==> src/rtl/scan_frame_harness.sv <==
// rtl/scan_frame_harness.sv - serial-to-parallel ROI harness with handshakes, auto settle/capture, frame counter and flush
module scan_frame_harness #(
    parameter int DIN_N   = 256,
    parameter int DOUT_N  = 256,
    parameter int SETTLE  = 2,
    parameter int FRAME_W = 8
) (
    input  logic               clk,
    input  logic               rst,
    input  logic               di,
    input  logic               di_valid,
    output logic               di_ready,
    output logic               do_bit,
    output logic               do_valid,
    input  logic               do_ready,
    input  logic               flush,
    output logic [DIN_N-1:0]   roi_din,
    input  logic [DOUT_N-1:0]  roi_dout,
    output logic [FRAME_W-1:0] frame_cnt,
    output logic               busy
);

    localparam int IW = $clog2(DIN_N);
    localparam int OW = $clog2(DOUT_N);
    localparam int SW = (SETTLE > 1) ? $clog2(SETTLE) : 1;

    localparam logic [IW-1:0] IN_LAST     = IW'(DIN_N - 1);
    localparam logic [OW-1:0] OUT_LAST    = OW'(DOUT_N - 1);
    localparam logic [SW-1:0] SETTLE_LAST = SW'(SETTLE - 1);

    typedef enum logic [1:0] {
        ST_LOAD,
        ST_SETTLE,
        ST_UNLOAD
    } state_t;

    state_t             state;
    state_t             state_nxt;
    logic [DIN_N-1:0]   din_shr;
    logic [DOUT_N-1:0]  dout_shr;
    logic [IW-1:0]      in_cnt;
    logic [OW-1:0]      out_cnt;
    logic [SW-1:0]      settle_cnt;

    // The outgoing bit is always the MSB of the unload shifter; it reads 0 after reset.
    assign do_bit = dout_shr[DOUT_N-1];
    assign busy   = (state != ST_LOAD) || (in_cnt != '0);

    // State register.
    always_ff @(posedge clk or posedge rst) begin
        if (rst) begin
            state <= ST_LOAD;
        end else begin
            state <= state_nxt;
        end
    end

    // Next-state and handshake outputs; flush overrides every transition.
    always_comb begin
        state_nxt = state;
        di_ready  = 1'b0;
        do_valid  = 1'b0;
        case (state)
            ST_LOAD: begin
                di_ready = !rst;
                if (di_valid && !rst && (in_cnt == IN_LAST)) begin
                    state_nxt = ST_SETTLE;
                end
            end
            ST_SETTLE: begin
                if (settle_cnt == SETTLE_LAST) begin
                    state_nxt = ST_UNLOAD;
                end
            end
            ST_UNLOAD: begin
                do_valid = 1'b1;
                if (do_ready && (out_cnt == OUT_LAST)) begin
                    state_nxt = ST_LOAD;
                end
            end
            default: begin
                state_nxt = ST_LOAD;
            end
        endcase
        if (flush) begin
            state_nxt = ST_LOAD;
        end
    end

    // Datapath: shift in, load roi_din on the last bit, capture after settling, shift out.
    always_ff @(posedge clk or posedge rst) begin
        if (rst) begin
            din_shr    <= '0;
            dout_shr   <= '0;
            in_cnt     <= '0;
            out_cnt    <= '0;
            settle_cnt <= '0;
            roi_din    <= '0;
            frame_cnt  <= '0;
        end else if (flush) begin
            // roi_din, frame_cnt and dout_shr are deliberately left alone.
            din_shr    <= '0;
            in_cnt     <= '0;
            out_cnt    <= '0;
            settle_cnt <= '0;
        end else begin
            case (state)
                ST_LOAD: begin
                    if (di_valid) begin
                        din_shr <= {din_shr[DIN_N-2:0], di};
                        if (in_cnt == IN_LAST) begin
                            roi_din    <= {din_shr[DIN_N-2:0], di};
                            in_cnt     <= '0;
                            settle_cnt <= '0;
                        end else begin
                            in_cnt <= in_cnt + 1'b1;
                        end
                    end
                end
                ST_SETTLE: begin
                    if (settle_cnt == SETTLE_LAST) begin
                        dout_shr  <= roi_dout;
                        frame_cnt <= frame_cnt + 1'b1;
                        out_cnt   <= '0;
                    end else begin
                        settle_cnt <= settle_cnt + 1'b1;
                    end
                end
                ST_UNLOAD: begin
                    if (do_ready) begin
                        dout_shr <= {dout_shr[DOUT_N-2:0], 1'b0};
                        if (out_cnt == OUT_LAST) begin
                            out_cnt <= '0;
                        end else begin
                            out_cnt <= out_cnt + 1'b1;
                        end
                    end
                end
                default: begin
                    in_cnt <= '0;
                end
            endcase
        end
    end

endmodule

==> config.mk <==
export PLATFORM = sky130hd
export DESIGN_NAME = scan_frame_harness
export DESIGN_NICKNAME = d
export VERILOG_FILES = /design/src/rtl/scan_frame_harness.sv
export SDC_FILE = /design/constraint.sdc
export NUM_CORES = 1
export LEC_CHECK = 0
export ABC_AREA = 1
export CORE_MARGIN = 1.5
export CORE_UTILIZATION = 30
export DETAILED_ROUTE_END_ITERATION = 12
export PLACE_DENSITY = 0.49
export SETUP_SLACK_MARGIN = 0.02
export SLEW_MARGIN = 20
export SYNTH_ARGS = -nofsm -noshare
export SYNTH_HDL_FRONTEND = slang
export SYNTH_SLANG_ARGS = --single-unit
==> constraint.sdc <==
create_clock -name clk -period 88.3 [get_ports clk]
set_input_delay 26.49 -clock clk [delete_from_list [all_inputs] [get_ports clk]]
set_output_delay 26.49 -clock clk [all_outputs]
set_load 0.1 [all_outputs]
==> results.sh, run 1 <==
export IMPL_fmax_mhz=18.24
export IMPL_cts_resized=0
export IMPL_placed_cells=4966
export IMPL_syn_num_nets=3533
export IMPL_avgSynthCellArea_um2=9.607
export IMPL_critical_path_class="input pin to output port"
export IMPL_yosysSeqAreaShare=0.6338
export IMPL_fin_setup_tns_ns=0
export IMPL_hold_slack_ns=0.4803
export IMPL_place_hpwl_um=53850
export IMPL_globalplace_congestion=0.7561
export IMPL_grt_max_degree=255
export IMPL_peakVddDrop_v=0.00001789
export IMPL_seq_power_share=0.448
export IMPL_dr_pass1_iters=5
export IMPL_cp_cell_sequence="clkdlybuf4s50_1 > nor2_1 > clkdlybuf4s50_1"
export IMPL_portBuffers=529
export IMPL_p_sw_frac=0.2968
export IMPL_setup_viol=0
export IMPL_crit_top_cell="clkdlybuf4s50_1"
export IMPL_routed_wl_um=84960
export IMPL_powerDensity_nw_per_um2=25.12
export IMPL_syn_to_final_growth_pct=29.35
export IMPL_num_rows=118
export IMPL_grt_total_usage=0.1568
export IMPL_overflow=0
export IMPL_worstMarginPinSlew_ns=1.135
export IMPL_ant_nets=0
export IMPL_ys_seq_elements=794
export IMPL_drive_gt1_frac=0.04611
export IMPL_fp_coreArea_um2=103500
export IMPL_clk_latency_ns=0.66
export IMPL_die_area_um2=106400
export IMPL_ctsLongestPathBuffers=3
export IMPL_cts_hold_buf=0
export IMPL_ys_warnings_count=0
export IMPL_pwr_share_clk=0.373
export IMPL_cp_slowest_cell="clkdlybuf4s50_1"
export IMPL_async_reset_ff_frac=1.000
export IMPL_cp_required_ns=61.81
export IMPL_fin_cells=5141
export IMPL_drc=0
export IMPL_netlist_area_leader_share=0.6338
export IMPL_switching_power_mw=0.3023
export IMPL_wl_per_cell_um=16.53
export IMPL_dr_total_vias=23590
export IMPL_worstSetupStartpointType="input pin"
export IMPL_postCtsSetupBuffers=0
export IMPL_worstPathArrival_ns=28.33
export IMPL_end_kind="output port"
export IMPL_slew_viol_final=0
export IMPL_min_period_ns=54.82
export IMPL_path_delay_family="buffers and inverters"
export IMPL_slowest_delay_ns=1.14
export IMPL_nNetsFinal=3953
export IMPL_fin_total_pwr_mw=1.019
export IMPL_status="finished, final reports clean"
export IMPL_rsz0062_at_grt="false"
export IMPL_fin_ws_ns=33.48
export IMPL_initial_utilization=0.3029
export IMPL_synth_largest_area_cell="dfrtp_1"
export IMPL_slew_headroom=0.2410
export IMPL_cts_sinks=794
export IMPL_grt_pass1_wl_um=133900
export IMPL_io_pin_count=530
export IMPL_drv_cap=0
export IMPL_antenna_found_initial=10
export IMPL_die_y_um=326.3
export IMPL_finalHoldViolations=0
export IMPL_pre_cts_slack_ns=33.49
export IMPL_post_drt_via_cell_ratio=4.588
export IMPL_ys_types=30
export IMPL_synth_area_leaders="dfrtp_1, nand2_1, o22ai_1, a31oi_1, o21ai_1"
export IMPL_clk_pin_slew_ns=0.06
export IMPL_period_share=0.6208
export IMPL_cts_root_buf="clkbuf_16"
export IMPL_p_int_mw=0.7162
export IMPL_ys_flop_type="dfrtp_1"
export IMPL_dieWidth_um=326.3
export IMPL_total_leakage_power_nw=16.98
export IMPL_grt_pass1_vias=22690
export IMPL_htree_levels=3
export IMPL_pwr_share_comb=0.180
export IMPL_min_path_type="register to register"
export IMPL_tritoncts="yes"
export IMPL_critPathBufInv=2
export IMPL_first_iter_violations=1599
export IMPL_netlist_instances=3263
export IMPL_crit_fanout=3
export IMPL_numCtsBuffers=92
export IMPL_synth_edff_count=0
export IMPL_syn_area_um2=31350
export IMPL_finClkSkew_ns=0.01262
==> cells by family after synthesis <==
kind of cell / share of synthesized area
and+or+nand+nor: 0.1411
DFF: 0.6338
AOI/OAI and AO/OA: 0.1461
buffers and inverters: 0.07432
adders and majority gates: 0.003193
xor gates and xnor gates: 0.001397
==> metrics by stage <==
stage / utilization / cell area (um^2)
floorplan: - / 31350
global placement: 0.3616 / 37420
detailed placement: 0.3616 / 37420
CTS: 0.3908 / 40440
global route: 0.3918 / 40550
finish: 0.3918 / 40550
==> cells in the final DEF, fill, tap and decap left out, types with 3 or more instances in the layout <==
cell	instances
clkdlybuf4s50_1	529
clkbuf_16	93
nor3_1	5
xnor2_1	3
dfrtp_1	794
a31oi_1	255
buf_12	7
nand2_1	832
buf_16	3
a21oi_1	6
nand4_1	10
nor2_1	284
o22ai_1	256
bufinv_16	4
ha_1	7
buf_4	14
inv_1	289
diode_2	9
clkinv_2	10
nand3_1	13
o21ai_0	39
clkbuf_8	21
o21ai_1	224
clkbuf_1	27
==> power by group through the flow <==
stage               sequential [mW]  clock [mW]  combinational (mW)
floorplan                     0.460           0               0.141
global placement              0.461           0               0.182
detailed placement            0.462           0               0.184
CTS                           0.456       0.393               0.184
global route                  0.464       0.407               0.210
finish                        0.456       0.380               0.183
==> final timing paths <==
kind	startpoint	to	slack [ns]	depth (start not counted)
setup reg to reg	state[0]	dout_shr[188]	83.50	12
setup / recovery	rst	di_ready	33.48	3
min in group asynchronous	rst	dout_shr[13]	26.45	2
hold / removal	roi_din[251]	roi_din[251]	0.48	2
hold reg to reg	roi_din[251]	roi_din[251]	0.48	2
max in group asynchronous	rst	dout_shr[197]	58.98	5
==> synth_stat cells, drive strengths merged (3+ instances only) <==
cell type / count
a21oi: 6
a31oi: 255
buf: 170
clkbuf: 57
dfrtp: 794
ha: 8
inv: 291
nand2: 833
nand3: 14
nand4: 11
nor2: 288
nor3: 5
o21ai: 266
o22ai: 256
xnor2: 3
==> worst min-delay path, delay by kind of cell, from the launching register on <==
kind               cells  cell delay [ns]
AOI/OAI and AO/OA      1             0.05
and+or+nand+nor        1             0.06
DFF                    1             0.34
==> sequential cells by signal (all words and copies together), names as in the netlist <==
| name | count |
|---|---|
| out_cnt | 8 |
| in_cnt | 8 |
| roi_din | 256 |
| frame_cnt | 8 |
| settle_cnt | 1 |
| state | 2 |
| dout_shr | 256 |
| din_shr | 255 |
==> per-layer routing <==
| layer | wire length (um) | GRT usage | vias to the layer above |
|---|---|---|---|
| li1 | - | - | 11670 |
| met1 | 37800 | 0.2083 | 11390 |
| met2 | 41020 | 0.2508 | 390 |
| met3 | 3538 | 0.03394 | 135 |
| met4 | 2603 | 0.05875 | 0 |
| met5 | 0 | 0 | - |
==> final cells by class <==
cell class,instances,area (um^2)
clock buffer,141,2718
inverter,291,1107
timing repair buffer,553,5623
sequential,794,19870
clock inverter,22,302.8
tap,1380,1727
multi-input combinational,1951,9180
fill,10410,62950
antenna,9,22.52
No activity file was read; power rests on OpenSTA's default activity.
==> run 2: changes to the inputs <==
==> constraint.sdc (replaced) <==
create_clock -name clk -period 55.7 [get_ports clk]
set_input_delay 16.71 -clock clk [delete_from_list [all_inputs] [get_ports clk]]
set_output_delay 16.71 -clock clk [all_outputs]
set_load 0.1 [all_outputs]
==> results.sh, run 2 (synthesis gave the netlist of run 1 again) <==
export IMPL_status="finished, final reports clean"
export IMPL_worst_r2r_setup_slack_ns=49.84
export IMPL_postCtsSetupBuffers=0
export IMPL_drc=0
export IMPL_drv_cap=0
export IMPL_critical_path_class="input pin to output port"
export IMPL_final_common_cell="nand2_1"
export IMPL_ctsLongestPathBuffers=3
export IMPL_die_area_um2=106400
export IMPL_io_pin_count=530
export IMPL_finClkSkew_ns=0.03259
export IMPL_syn_to_final_growth_pct=30.03
export IMPL_portBuffers=529
export IMPL_die_y_um=326.3
export IMPL_min_path_cells=2
export IMPL_grt_total_usage=0.1574
export IMPL_dieWidth_um=326.3
export IMPL_globalplace_congestion=0.7647
export IMPL_crit_fanout=3
export IMPL_dr_pass1_iters=5
export IMPL_worstPathArrival_ns=18.57
export IMPL_r2r_end="dout_shr[120]"
export IMPL_cp_required_ns=38.99
export IMPL_tritoncts="yes"
export IMPL_initial_utilization=0.3029
export IMPL_cts_resized=0
export IMPL_htree_levels=3
export IMPL_holdCritStartpoint="roi_din[235]"
export IMPL_overflow=0
export IMPL_fp_coreArea_um2=103500
export IMPL_period_share=0.6335
export IMPL_cts_root_buf="clkbuf_16"
export IMPL_setup_viol=0
export IMPL_cts_sinks=794
export IMPL_rr_worst_depth=12
export IMPL_routed_wl_um=85570
export IMPL_worstMarginPinSlew_ns=1.149
export IMPL_fin_setup_tns_ns=0
export IMPL_dr_total_vias=23570
export IMPL_grt_pass1_wl_um=134400
export IMPL_peakVddDrop_v=0.00002745
export IMPL_end_kind="output port"
export IMPL_powerDensity_nw_per_um2=40.46
export IMPL_fmax_mhz=28.34
export IMPL_drive_gt1_frac=0.05390
export IMPL_worstSetupStartpointType="input pin"
export IMPL_largestRegisters="dout_shr (256), roi_din (256), din_shr (255)"
export IMPL_clk_pin_slew_ns=0.06
export IMPL_numCtsBuffers=93
export IMPL_grt_max_degree=175
export IMPL_grt_pass1_vias=22790
export IMPL_reg2reg_from="state[0]"
export IMPL_min_path_type="register to register"
export IMPL_finalHoldViolations=0
export IMPL_cts_hold_buf=0
export IMPL_total_leakage_power_nw=17.14
export IMPL_slew_headroom=0.2319
export IMPL_place_hpwl_um=54990
export IMPL_n_fill_cell=10380
export IMPL_holdPathEnd="roi_din[235]"
export IMPL_clk_latency_ns=0.67
export IMPL_wl_per_cell_um=16.60
export IMPL_min_period_ns=35.28
export IMPL_first_iter_violations=1588
export IMPL_num_rows=118
export IMPL_final_cell_mix="nand2_1, dfrtp_1, clkdlybuf4s50_1, inv_1, nor2_1"
export IMPL_ant_nets=0
export IMPL_slew_viol_final=0
export IMPL_rsz0062_at_grt="false"
export IMPL_nNetsFinal=3960
export IMPL_antenna_found_initial=12
export IMPL_post_drt_via_cell_ratio=4.570
export IMPL_hold_slack_ns=0.4813
==> run 2: cell types whose count changed in the layout (fill, tap and decap cells not counted), sizes merged <==
cell,delta
bufinv,+5
buf,+6
inv,-3
clkinv,+19
clkinvlp,-2
clkbuf,-11
diode,+1
==> run 2: through the flow <==
| step | setup WS, ns | instance area [um^2] | power [mW] | std cells | util |
|---|---|---|---|---|---|
| detailed placement | 20.42 | 37420 | 1.024 | 4974 | 0.3616 |
| global route | 20.36 | 40760 | 1.751 | 5156 | 0.3938 |
| floorplan | 16.69 | 31350 | 0.9530 | 3263 | - |
| finish | 20.42 | 40760 | 1.649 | 5156 | 0.3938 |
| global placement | 20.41 | 37420 | 1.018 | 4974 | 0.3616 |
| CTS | 20.41 | 40710 | 1.679 | 5145 | 0.3933 |
==> run 2: cell type report <==
cell class / instances / area (um^2) / area share
Antenna cell: 10 / 25.02 / 0.0006139
Sequential cell: 794 / 19870 / 0.4874
Multi-Input combinational cell: 1951 / 9180 / 0.2252
Tap cell: 1380 / 1727 / 0.04236
Clock inverter: 41 / 550.5 / 0.01351
Inverter: 291 / 1107 / 0.02717
Clock buffer: 130 / 2738 / 0.06716
Timing Repair Buffer: 559 / 5565 / 0.1365
==> run 2: worst max-delay path by stage <==
stage                     from    endpoint  cells past startpoint
final                      rst    di_ready                      3
after CTS                  rst    di_ready                      3
after global routing       rst    di_ready                      3
after detailed placement   rst    di_ready                      3
after floorplan            rst  din_shr[0]                      1
after global placement     rst    di_ready                      3
==> run 2: worst max-delay path: stages <==
cell and delay [ns]:
clkdlybuf4s50_1 0.53, nor2_1 0.18, clkdlybuf4s50_1 1.15
==> run 2: where the power goes <==
group          internal [mW]  total (mW)  switching, mW
combinational          0.105       0.287          0.182
sequential             0.673       0.723         0.0500
clock                  0.387       0.639          0.253
==> run 2: per-layer routing <==
metal | share of wire | vias up | wire length [um] | global-route usage
met1 | 0.45 | 11350 | 38350 | 0.2105
li1 | - | 11690 | - | -
met5 | 0.00032 | - | 27 | 0
met2 | 0.48 | 388 | 40910 | 0.2507
met4 | 0.033 | 4 | 2860 | 0.06158
met3 | 0.040 | 138 | 3419 | 0.03182
==> run 3: changes to the inputs <==
==> constraint.sdc (replaced) <==
create_clock -name clk -period 36 [get_ports clk]
set_input_delay 10.8 -clock clk [delete_from_list [all_inputs] [get_ports clk]]
set_output_delay 10.8 -clock clk [all_outputs]
set_load 0.1 [all_outputs]
==> results.sh, run 3 (synthesis gave the netlist of run 1 again) <==
export IMPL_grt_max_degree=266
export IMPL_holdPathEnd="roi_din[251]"
export IMPL_cts_sinks=794
export IMPL_finClkSkew_ns=0.02623
export IMPL_grt_pass1_wl_um=134300
export IMPL_worstSetupStartpointType="input pin"
export IMPL_io_pin_count=530
export IMPL_min_period_ns=23.44
export IMPL_place_hpwl_um=54100
export IMPL_drive_gt1_frac=0.04538
export IMPL_grt_total_usage=0.1573
export IMPL_dr_total_vias=23630
export IMPL_globalplace_congestion=0.7543
export IMPL_met3_usage=0.03188
export IMPL_first_iter_violations=1469
export IMPL_cts_hold_buf=0
export IMPL_end_kind="output port"
export IMPL_tritoncts="yes"
export IMPL_status="finished, final reports clean"
export IMPL_clk_pin_slew_ns=0.05
export IMPL_num_rows=118
export IMPL_min_path_type="register to register"
export IMPL_critical_path_class="input pin to output port"
export IMPL_overflow=0
export IMPL_slew_headroom=0.2388
export IMPL_reg2reg_from="state[0]"
export IMPL_dr_pass1_iters=5
export IMPL_ant_nets=0
export IMPL_rsz0062_at_grt="false"
export IMPL_p_int_mw=1.742
export IMPL_grt_met2_usage=0.2500
export IMPL_ctsLongestPathBuffers=3
export IMPL_wl_per_cell_um=16.71
export IMPL_cp_required_ns=25.20
export IMPL_top_usage_layer="met2"
export IMPL_period_share=0.6512
export IMPL_finalHoldViolations=0
export IMPL_numCtsBuffers=91
export IMPL_fin_setup_tns_ns=0
export IMPL_pwr_share_clk=0.370
export IMPL_die_y_um=326.3
export IMPL_p_sw_frac=0.2989
export IMPL_total_leakage_power_nw=16.93
export IMPL_final_common_cell="nand2_1"
export IMPL_postCtsSetupBuffers=0
export IMPL_fin_cells=5137
export IMPL_pre_cts_slack_ns=12.55
export IMPL_worstPathArrival_ns=12.64
export IMPL_grt_met1_usage=0.2129
export IMPL_nNetsFinal=3952
export IMPL_seq_power_share=0.449
export IMPL_fmax_mhz=42.65
export IMPL_htree_levels=3
export IMPL_clk_latency_ns=0.66
export IMPL_peakVddDrop_v=0.00004764
export IMPL_drv_cap=0
export IMPL_pwr_share_comb=0.181
export IMPL_worstMarginPinSlew_ns=1.138
export IMPL_crit_fanout=3
export IMPL_final_cell_mix="nand2_1, dfrtp_1, clkdlybuf4s50_1, inv_1, nor2_1"
export IMPL_die_area_um2=106400
export IMPL_powerDensity_nw_per_um2=61.39
export IMPL_routed_wl_um=85850
export IMPL_largestRegisters="dout_shr (256), roi_din (256), din_shr (255)"
export IMPL_cts_root_buf="clkbuf_16"
export IMPL_post_drt_via_cell_ratio=4.600
export IMPL_portBuffers=529
export IMPL_initial_utilization=0.3029
export IMPL_worst_r2r_setup_slack_ns=31.56
export IMPL_holdCritStartpoint="roi_din[251]"
export IMPL_switching_power_mw=0.7428
export IMPL_syn_to_final_growth_pct=29.12
export IMPL_slew_viol_final=0
export IMPL_setup_viol=0
export IMPL_min_path_cells=2
export IMPL_fin_ws_ns=12.56
export IMPL_grt_pass1_vias=22730
export IMPL_r2r_end="roi_din[242]"
export IMPL_rr_worst_depth=9
export IMPL_drc=0
export IMPL_dieWidth_um=326.3
export IMPL_placed_cells=4967
export IMPL_antenna_found_initial=13
export IMPL_cts_resized=0
export IMPL_fp_coreArea_um2=103500
run 3: cell types whose count changed in the layout (fill, tap and decap cells not counted), moves of 2 or more:
cell and change:
clkinv_2 -17, buf_4 -13, clkbuf_1 +13, bufinv_16 -6, buf_12 +5, clkinvlp_4 +4, clkbuf_8 -3, clkbuf_16 -2
clkinv_4 -2, clkinv_8 -2
run 3: worst max-delay path by stage:
stage	from	end	slack (ns)	cells after the start
5_1_grt	rst	di_ready	12.52	3
3_5_place_dp	rst	di_ready	12.55	3
2_1_floorplan	rst	din_shr[0]	2.90	1
6_report	rst	di_ready	12.56	3
4_1_cts	rst	di_ready	12.53	3
3_3_place_gp	rst	di_ready	12.54	3
run 3: through the flow:
stage / hold WS [ns] / power (mW) / utilization / area (um^2)
3_5_place_dp: 0.4710 / 1.586 / 0.3617 / 37430
4_1_cts: 0.4853 / 2.525 / 0.3903 / 40390
2_1_floorplan: 0.4675 / 1.474 / - / 31350
5_1_grt: 0.5024 / 2.634 / 0.3911 / 40470
6_report: 0.4819 / 2.485 / 0.3911 / 40480
3_3_place_gp: 0.4680 / 1.577 / 0.3617 / 37430
run 3: power groups by stage:
stage | sequential, mW | combinational [mW] | clock [mW]
floorplan | 1.13 | 0.345 | 0
global placement | 1.13 | 0.448 | 0
detailed placement | 1.13 | 0.454 | 0
CTS | 1.12 | 0.455 | 0.952
global route | 1.14 | 0.513 | 0.985
finish | 1.12 | 0.449 | 0.919
run 3: layout make-up:
type	count	area, um^2
flip-flops and latches	794	19870
fillers	10370	63020
multi-input cells	1951	9180
inverters	291	1107
clock inverters	19	264.0
diodes	11	27.53
repair buffers	553	5607
clock buffers	138	2695
well taps	1380	1727
run 3: layer usage:
metal	vias to the layer above	wire [um]
met2	433	41170
met1	11430	38850
met3	117	3575
li1	11650	-
met4	4	2228
met5	-	25
run 3: critical path: stages:
cell and delay (ns):
clkdlybuf4s50_1 0.52, nor2_1 0.16, clkdlybuf4s50_1 1.15
